[src/rtl/camera_config.sv]
// ---------------------------------------------------------------------------
// camera_config
//   Walks a constant table of camera register writes and hands each write, one
//   at a time, to a downstream I2C master using a valid/ready handshake. Two
//   table codes are special: 16'hFFF0 pauses for DELAY_CYCLES clocks (used
//   after the soft reset) and 16'hFFFF ends the sequence. No new word is issued
//   until the I2C master has gone busy and come back idle after the previous
//   word.
//
// Ports
//   clk_i         in   1   clock, all state changes on the rising edge
//   reset_i       in   1   asynchronous active-high reset
//   start_i       in   1   one-cycle request to run the sequence (honoured in
//                          IDLE/DONE only)
//   write_data_o  out  16  {register_address, register_data} for the I2C master
//   valid_o       out  1   write_data_o holds a word not yet accepted
//   ready_i       in   1   I2C master idle / able to accept a word
//   busy_o        out  1   sequence in progress
//   done_o        out  1   sequence finished; held until next start or reset
// ---------------------------------------------------------------------------
module camera_config #(
    parameter int ROM_DEPTH    = 32,
    parameter int DELAY_CYCLES = 100_000
) (
    input  logic        clk_i,
    input  logic        reset_i,
    input  logic        start_i,
    output logic [15:0] write_data_o,
    output logic        valid_o,
    input  logic        ready_i,
    output logic        busy_o,
    output logic        done_o
);

    localparam int IDX_W = $clog2(ROM_DEPTH);
    localparam int CNT_W = $clog2(DELAY_CYCLES + 1);

    localparam logic [IDX_W-1:0] LAST_IDX   = IDX_W'(ROM_DEPTH - 1);
    // DELAY is left on the cycle the counter reads zero, so loading N-1 gives
    // exactly N cycles spent in DELAY.
    localparam logic [CNT_W-1:0] DLY_LOAD   = CNT_W'(DELAY_CYCLES - 1);
    localparam logic [15:0]      DELAY_MARK = 16'hFFF0;
    localparam logic [15:0]      END_MARK   = 16'hFFFF;

    typedef enum logic [2:0] {
        IDLE,
        FETCH,
        DECODE,
        SEND,
        WAIT_BUSY,
        WAIT_IDLE,
        DELAY,
        DONE
    } state_t;

    state_t             r_state;
    state_t             w_next_state;
    logic [IDX_W-1:0]   r_index;
    logic [CNT_W-1:0]   r_delay_cnt;
    logic [15:0]        r_wdata;
    logic [15:0]        r_rom_data;
    // Set when the last table slot has been sent without an end marker; the
    // sequence then finishes once the I2C master returns idle.
    logic               r_at_end;
    logic               w_last;

    // Register-write table (OV7670-style bring-up). Slots past the listed
    // entries read as the end marker.
    function automatic logic [15:0] rom_entry(input logic [IDX_W-1:0] addr);
        logic [15:0] v;
        case (int'(addr))
            0:       v = 16'h1280;   // COM7: soft reset
            1:       v = 16'hFFF0;   // settle after reset
            2:       v = 16'h1204;   // COM7: RGB output
            3:       v = 16'h1100;   // CLKRC: internal clock
            4:       v = 16'h0C00;   // COM3
            5:       v = 16'h3E00;   // COM14
            6:       v = 16'h8C00;   // RGB444 off
            7:       v = 16'h0400;   // COM1
            8:       v = 16'h40D0;   // COM15: RGB565 full range
            9:       v = 16'h3A04;   // TSLB
            10:      v = 16'h1418;   // COM9: AGC ceiling
            11:      v = 16'h4FB3;   // MTX1
            12:      v = 16'h50B3;   // MTX2
            13:      v = 16'h5100;   // MTX3
            14:      v = 16'h523D;   // MTX4
            15:      v = 16'h53A7;   // MTX5
            16:      v = 16'h54E4;   // MTX6
            17:      v = 16'h589E;   // MTXS
            18:      v = 16'h3DC0;   // COM13: gamma, UV sat
            default: v = 16'hFFFF;   // end of table
        endcase
        return v;
    endfunction

    assign w_last = (r_index == LAST_IDX);

    // State register
    always_ff @(posedge clk_i or posedge reset_i) begin
        if (reset_i) begin
            r_state <= IDLE;
        end else begin
            r_state <= w_next_state;
        end
    end

    // Next-state logic
    always_comb begin
        w_next_state = r_state;
        case (r_state)
            IDLE, DONE: begin
                if (start_i) w_next_state = FETCH;
            end
            FETCH: begin
                w_next_state = DECODE;
            end
            DECODE: begin
                if (r_rom_data == END_MARK)        w_next_state = DONE;
                else if (r_rom_data == DELAY_MARK) w_next_state = DELAY;
                else                               w_next_state = SEND;
            end
            SEND: begin
                if (ready_i) w_next_state = WAIT_BUSY;
            end
            WAIT_BUSY: begin
                if (!ready_i) w_next_state = WAIT_IDLE;
            end
            WAIT_IDLE: begin
                if (ready_i) w_next_state = r_at_end ? DONE : FETCH;
            end
            DELAY: begin
                if (r_delay_cnt == '0) w_next_state = w_last ? DONE : FETCH;
            end
            default: begin
                w_next_state = IDLE;
            end
        endcase
    end

    // Table read: one-cycle registered lookup issued in FETCH, used in DECODE.
    always_ff @(posedge clk_i) begin
        if (r_state == FETCH) begin
            r_rom_data <= rom_entry(r_index);
        end
    end

    // Index, delay counter and output word
    always_ff @(posedge clk_i or posedge reset_i) begin
        if (reset_i) begin
            r_index     <= '0;
            r_delay_cnt <= '0;
            r_wdata     <= 16'h0000;
            r_at_end    <= 1'b0;
        end else begin
            case (r_state)
                IDLE, DONE: begin
                    if (start_i) begin
                        r_index  <= '0;
                        r_at_end <= 1'b0;
                    end
                end
                DECODE: begin
                    if (r_rom_data == DELAY_MARK) begin
                        r_delay_cnt <= DLY_LOAD;
                    end else if (r_rom_data != END_MARK) begin
                        r_wdata <= r_rom_data;
                    end
                end
                SEND: begin
                    // Transfer edge: never wrap the index past the last slot.
                    if (ready_i) begin
                        if (w_last) r_at_end <= 1'b1;
                        else        r_index  <= r_index + 1'b1;
                    end
                end
                DELAY: begin
                    if (r_delay_cnt == '0) begin
                        if (!w_last) r_index <= r_index + 1'b1;
                    end else begin
                        r_delay_cnt <= r_delay_cnt - 1'b1;
                    end
                end
                default: begin
                end
            endcase
        end
    end

    // Status outputs decode straight from the state so reset clears them
    // without waiting for a clock.
    assign write_data_o = r_wdata;
    assign valid_o      = (r_state == SEND);
    assign busy_o       = (r_state != IDLE) && (r_state != DONE);
    assign done_o       = (r_state == DONE);

endmodule

[config.mk]
export PLATFORM = sky130hd
export DESIGN_NAME = camera_config
export DESIGN_NICKNAME = d
export VERILOG_FILES = /design/src/rtl/camera_config.sv
export SDC_FILE = /design/constraint.sdc
export NUM_CORES = 1
export LEC_CHECK = 0
export CORE_ASPECT_RATIO = 0.7
export CORE_MARGIN = 4
export CORE_UTILIZATION = 50
export CTS_CLUSTER_SIZE = 20
export DETAILED_ROUTE_END_ITERATION = 10
export PLACE_DENSITY_LB_ADDON = 0.15
export SLEW_MARGIN = 10
export SYNTH_ARGS = -nofsm -noshare
export SYNTH_HDL_FRONTEND = slang
export SYNTH_SLANG_ARGS = --single-unit
[constraint.sdc]
create_clock -name clk_i -period 2.9 [get_ports clk_i]
set_input_delay 0.87 -clock clk_i [delete_from_list [all_inputs] [get_ports clk_i]]
set_output_delay 0.87 -clock clk_i [all_outputs]
set_load 0.1 [all_outputs]
Yosys cells after proc, flatten, opt, wreduce, memory -nomap -nowiden
Memories as Yosys holds them, arrays and structs flattened. A register that Yosys moved wholly into a read port is not among the register bits. Index checks and enable logic that the tools add are counted.

Memory bits (read-only): 512. Logic and storage cells: 64. Flip-flop bits (word level): 42. Memories kept: 1. Input bits: 4.

Eq/ne operators: 20. Multiplexer cells: 22. Add/sub/neg operators: 2. Reduce and logical (&&, ||, !) cells: 13. Bitwise operators: 1.

Memories: (no name shown) (depth 32, width 16, read ports 1, clocked after Yosys merged registers in 1, wr ports 0, line 71) `case (int'(addr))`.

Operators by type and width (number): $mux 17 (2); $pmux 17 s2 (1); $eq 16x16->1 const B (2); $mux 3 (9); $pmux 3 s7 (1); $mux 5 (4); $logic_not 17->1 (1); $sub 17x1->17 const B (1); $ne 16x16->1 const B (1); $pmux 5 s3 (1); $eq 3x3->1 const B (4); $ne 2x2->1 const B (6); $reduce_and 4->1 (2); $eq 3x2->1 const B (2); $reduce_and 3->1 (2); $reduce_bool 3->1 (2); $add 5x1->5 const B (1); $eq 5x5->1 const B (1); $reduce_and 5->1 (1); $ne 2x1->1 const B (2); $reduce_bool 2->1 (2); $eq 3x1->1 const B (1); $logic_not 3->1 (1); $mux 1 (3); other kinds (5) (5).

Logic depth before layout (Yosys ltp)
Depth in word-level cells: 4. Gate-level depth with buffers: 10.

Worst setup path before layout
OpenSTA, ideal clock, no wires.

Path type: reg2out. Start: reg r_state[2]. End: out busy_o. Arrival time: 2.706 ns. Stages on the path, launching flop included: 5. Data required time: 2.030 ns. Slack: -0.676 ns. Buffers on the path: 2. Cell sequence: dfrtp_1 -> buf_2 -> clkbuf_1 -> and3_1 -> nor2_1.

Word-level cells in the longest chain between the ends: 2. Elaborated cells on any way between the ends: 3. Classes of those cells: eq/ne (1); reduce/logical (2).

Ends and longest elaborated chain: start: declaration (line 56) `state_t r_state;`; start signal: assignment (line 103) `r_state <= w_next_state;`; $ne 3x3->1 / $reduce_bool 3->1 (equally long branches) (line 193) `assign busy_o = (r_state != IDLE) && (r_state != DONE);`; $logic_and 1x1->1 (*) (line 193); end: declaration (line 31) `output logic busy_o,`.

Every way passes the cells marked *; elsewhere a longest branch is shown, timed or not.

Worst setup path after layout
Ends and elaborated chain as after synthesis.

==> load_flow_metrics.sql <==
INSERT INTO impl_metrics (metric_group, metric, value, unit) VALUES
('run_status', 'outcome', 'finished, final reports clean', ''),
('clocking', 'h-tree-depth', '3', ''),
('placed_design', 'placed_cell_area', '3420', 'um2'),
('die', 'fp.dieH', '73.7', 'um'),
('cells_and_area', 'final_core_util', '61.9', '%'),
('clocking', 'cts_tree', 'yes', ''),
('global_routing', 'grt_pass1_wl', '11200', 'um'),
('routing', 'detail_route.vias_per_cell', '6.04', ''),
('routing', 'drc', '0', ''),
('critical_path', 'criticalPathCategory', 'register to output port', ''),
('critical_path', 'start_kind', 'register', ''),
('critical_path', 'cp_slowest_cell', 'sky130_fd_sc_hd__dfrtp_1', ''),
('worst_hold_path', 'worst_hold_path_type', 'register to register', ''),
('critical_path', 'arrival', '1780', 'ps'),
('timing', 'skew', '5.88', 'ps'),
('global_routing', 'grt_max_degree', '43', ''),
('die', 'fp.dieArea', '7510', 'um2'),
('critical_path', 'path_max_fanout', '18', ''),
('placed_design', 'detailedPlacementHpwl', '4650', 'um'),
('global_routing', 'via_count_of_the_first_global_routing_pass', '2278', ''),
('timing', 'number_of_endpoints_failing_setup_at_the_final_stage', '0', ''),
('cells_and_area', 'antenna_cells_inserted', '0', ''),
('die', 'initial_utilization', '52.8', '%'),
('synthesis', 'synth.lib_cells_used.distinct', '56', ''),
('critical_path', 'critical_path_buf_inv_count', '1', ''),
('cells_and_area', 'drive_above_1_share', '20.8', '%'),
('synthesis', 'postSynthAreaPerCell', '10.1', 'um2'),
('critical_path', 'critical_path.top_delay_family', 'simple AND/OR/NAND/NOR gates', ''),
('critical_path', 'worstPathRequired', '2030', 'ps'),
('cells_and_area', 'layout_net_count', '344', ''),
('routing', 'routed_wl', '6700', 'um'),
('timing', 'fin_setup_tns', '0', 'ps'),
('synthesis', 'ys_seq_elements', '58', ''),
('die', 'fp.coreArea', '5840', 'um2'),
('global_routing', 'grt.total_usage', '19.6', '%'),
('critical_path', 'cp_cell_sequence', 'nor3_1 > nor2_4 > buf_12', ''),
('cells_and_area', 'post-route-cell-area', '3610', 'um2'),
('synthesis', 'synth.top_cell.area_share', '34.0', '%'),
('synthesis', 'ys.flop_type', 'sky130_fd_sc_hd__dfrtp_1', ''),
('timing', 'max_clock_freq', '0.377', 'GHz'),
('die', 'die_x', '102', 'um'),
('clocking', 'clk_pin_slew', '70', 'ps'),
('timing', 'rsz0062_at_grt', 'no', ''),
('timing', 'timing.final.max_slew_violations', '0', ''),
('synthesis', 'synth.top_cells.by_area', 'sky130_fd_sc_hd__dfrtp_1 (34%), sky130_fd_sc_hd__edfxtp_1 (16%), sky130_fd_sc_hd__mux2_2 (6.2%), sky130_fd_sc_hd__nor2_1 (3.6%), sky130_fd_sc_hd__a21oi_1 (3.6%)', ''),
('clocking', 'clock_sink_count', '58', ''),
('synthesis', 'netlist_area', '3090', 'um2'),
('synthesis', 'yosysSeqAreaShare', '49.6', '%'),
('clocking', 'clock_insertion_delay_worst_skew', '340', 'ps'),
('routing', 'detail_route.wl_per_cell', '16.3', 'um'),
('die', 'boundary_pins', '23', ''),
('global_routing', 'overflow', '0', ''),
('placed_design', 'place.detailed.instances', '396', ''),
('clocking', 'bufs_on_longest_clock_path', '2', ''),
('critical_path', 'crit-reg2reg-launch', 'r_delay_cnt[0]$_DFFE_PP0P_', ''),
('cells_and_area', 'synthToLayoutAreaGrowth', '17.1', '%'),
('routing', 'ant_nets', '0', ''),
('synthesis', 'synth-warning-count', '0', ''),
('clocking', 'cts_made_buffers', '9', ''),
('timing', 'finalHoldViolations', '0', ''),
('synthesis', 'synth.largest_area_cell', 'sky130_fd_sc_hd__dfrtp_1', ''),
('placed_design', 'port_buffers', '22', ''),
('clocking', 'cts.root.buffer_cell', 'sky130_fd_sc_hd__clkbuf_8', ''),
('clocking', 'postCtsSetupBuffers', '0', ''),
('synthesis', 'synthMostInstantiatedCell', 'sky130_fd_sc_hd__dfrtp_1', ''),
('timing', 'slew_headroom', '52.1', '%'),
('synthesis', 'post_synth_inst_count', '305', ''),
('clocking', 'cts_hold_buffers', '0', ''),
('routing', 'drt_iter0_markers', '251', ''),
('routing', 'detailedRoute.firstPassIterationCount', '5', ''),
('critical_path', 'endpoint_kind', 'output port', '');
==> stage by stage <==
stage	setup slack (ps)	hold slack (ps)
after global routing	84.7	523
after floorplan	65.0	468
after global placement	131	491
after CTS	228	504
after detailed placement	81.8	494
final	250	506
==> worst register-to-register path: cells and delay by family (launching register included) <==
| family | cells | cell delay [ps] |
|---|---|---|
| flip-flops | 1 | 410 |
| AO/OA/AOI/OAI | 3 | 940 |
| adder cells (fa/ha/maj) | 1 | 180 |
| AND/OR/NAND/NOR | 2 | 750 |
| buffers and inverters | 1 | 70 |
==> kinds of logic (layout without fill, tap and decap cells) <==
logic type | after synthesis | in the layout | synth area share [%]
adders and majority gates | 9 | 9 | 3.57
muxes | 20 | 20 | 7.17
and+or+nand+nor | 106 | 106 | 17.5
AOI/OAI and AO/OA | 70 | 70 | 15.0
DFF | 58 | 58 | 49.6
xor gates and xnor gates | 11 | 11 | 3.12
buffers and inverters | 31 | 63 | 3.97
==> registers in the layout (all words and copies together) (netlist names) <==
register / cells
r_delay_cnt: 17
r_at_end: 1
write_data_o: 16
r_state: 3
r_index: 5
r_rom_data: 16
==> cell type report <==
class                      count  area (um2)
clock buffer                  11         141
multi-input combinational    216        1450
fill                         480        2230
inverter                      15        56.3
clock inverter                 5        53.8
timing repair buffer          32         285
sequential                    58        1530
tap                           75        93.8
==> per-layer routing <==
| layer | GRT usage, % | vias up | part of all wire (%) |
|---|---|---|---|
| met3 | 6.36 | 9 | 9.0 |
| met2 | 25.9 | 115 | 40 |
| met1 | 30.0 | 1187 | 50 |
| met4 | 6.11 | 0 | 1.1 |
| met5 | 0 | - | 0 |
| li1 | - | 1179 | - |
==> final timing paths <==
path / to / slack (ps) / cells after the start
setup reg to reg: r_index[3]$_DFFE_PP0P_ / 430 / 7
max in group asynchronous: r_index[1]$_DFFE_PP0P_ / 1550 / 3
hold reg to reg: write_data_o[7]$_DFFE_PP0P_ / 510 / 1
setup / recovery: busy_o / 250 / 3
hold / removal: write_data_o[7]$_DFFE_PP0P_ / 510 / 1
min in group asynchronous: write_data_o[5]$_DFFE_PP0P_ / 980 / 3
==> placed cells by master (no fill, tap or decap), types with 2 or more instances in the layout <==
master / count
sky130_fd_sc_hd__ha_1: 8
sky130_fd_sc_hd__clkinv_1: 3
sky130_fd_sc_hd__a22o_1: 4
sky130_fd_sc_hd__nand2_1: 17
sky130_fd_sc_hd__o21ai_0: 9
sky130_fd_sc_hd__nor2_1: 29
sky130_fd_sc_hd__xnor2_1: 3
sky130_fd_sc_hd__o211ai_1: 6
sky130_fd_sc_hd__buf_12: 3
sky130_fd_sc_hd__o22ai_1: 3
sky130_fd_sc_hd__mux2i_1: 3
sky130_fd_sc_hd__nor4_1: 6
sky130_fd_sc_hd__o31ai_1: 3
sky130_fd_sc_hd__edfxtp_1: 16
sky130_fd_sc_hd__or3_1: 3
sky130_fd_sc_hd__mux2_2: 17
sky130_fd_sc_hd__clkdlybuf4s50_1: 3
sky130_fd_sc_hd__a21oi_1: 22
sky130_fd_sc_hd__xor2_1: 8
sky130_fd_sc_hd__nand4_1: 5
sky130_fd_sc_hd__and2_1: 2
sky130_fd_sc_hd__and3_1: 3
sky130_fd_sc_hd__buf_4: 26
sky130_fd_sc_hd__inv_1: 12
sky130_fd_sc_hd__clkbuf_8: 10
sky130_fd_sc_hd__nand2b_1: 3
sky130_fd_sc_hd__dfrtp_1: 42
sky130_fd_sc_hd__nand3_1: 12
sky130_fd_sc_hd__a31oi_1: 8
sky130_fd_sc_hd__or4_1: 3
sky130_fd_sc_hd__clkinv_2: 2
sky130_fd_sc_hd__nor3_1: 10
Power is not shown: default switching activity piles up to over one toggle a cycle in this logic, so the estimate is an artifact.
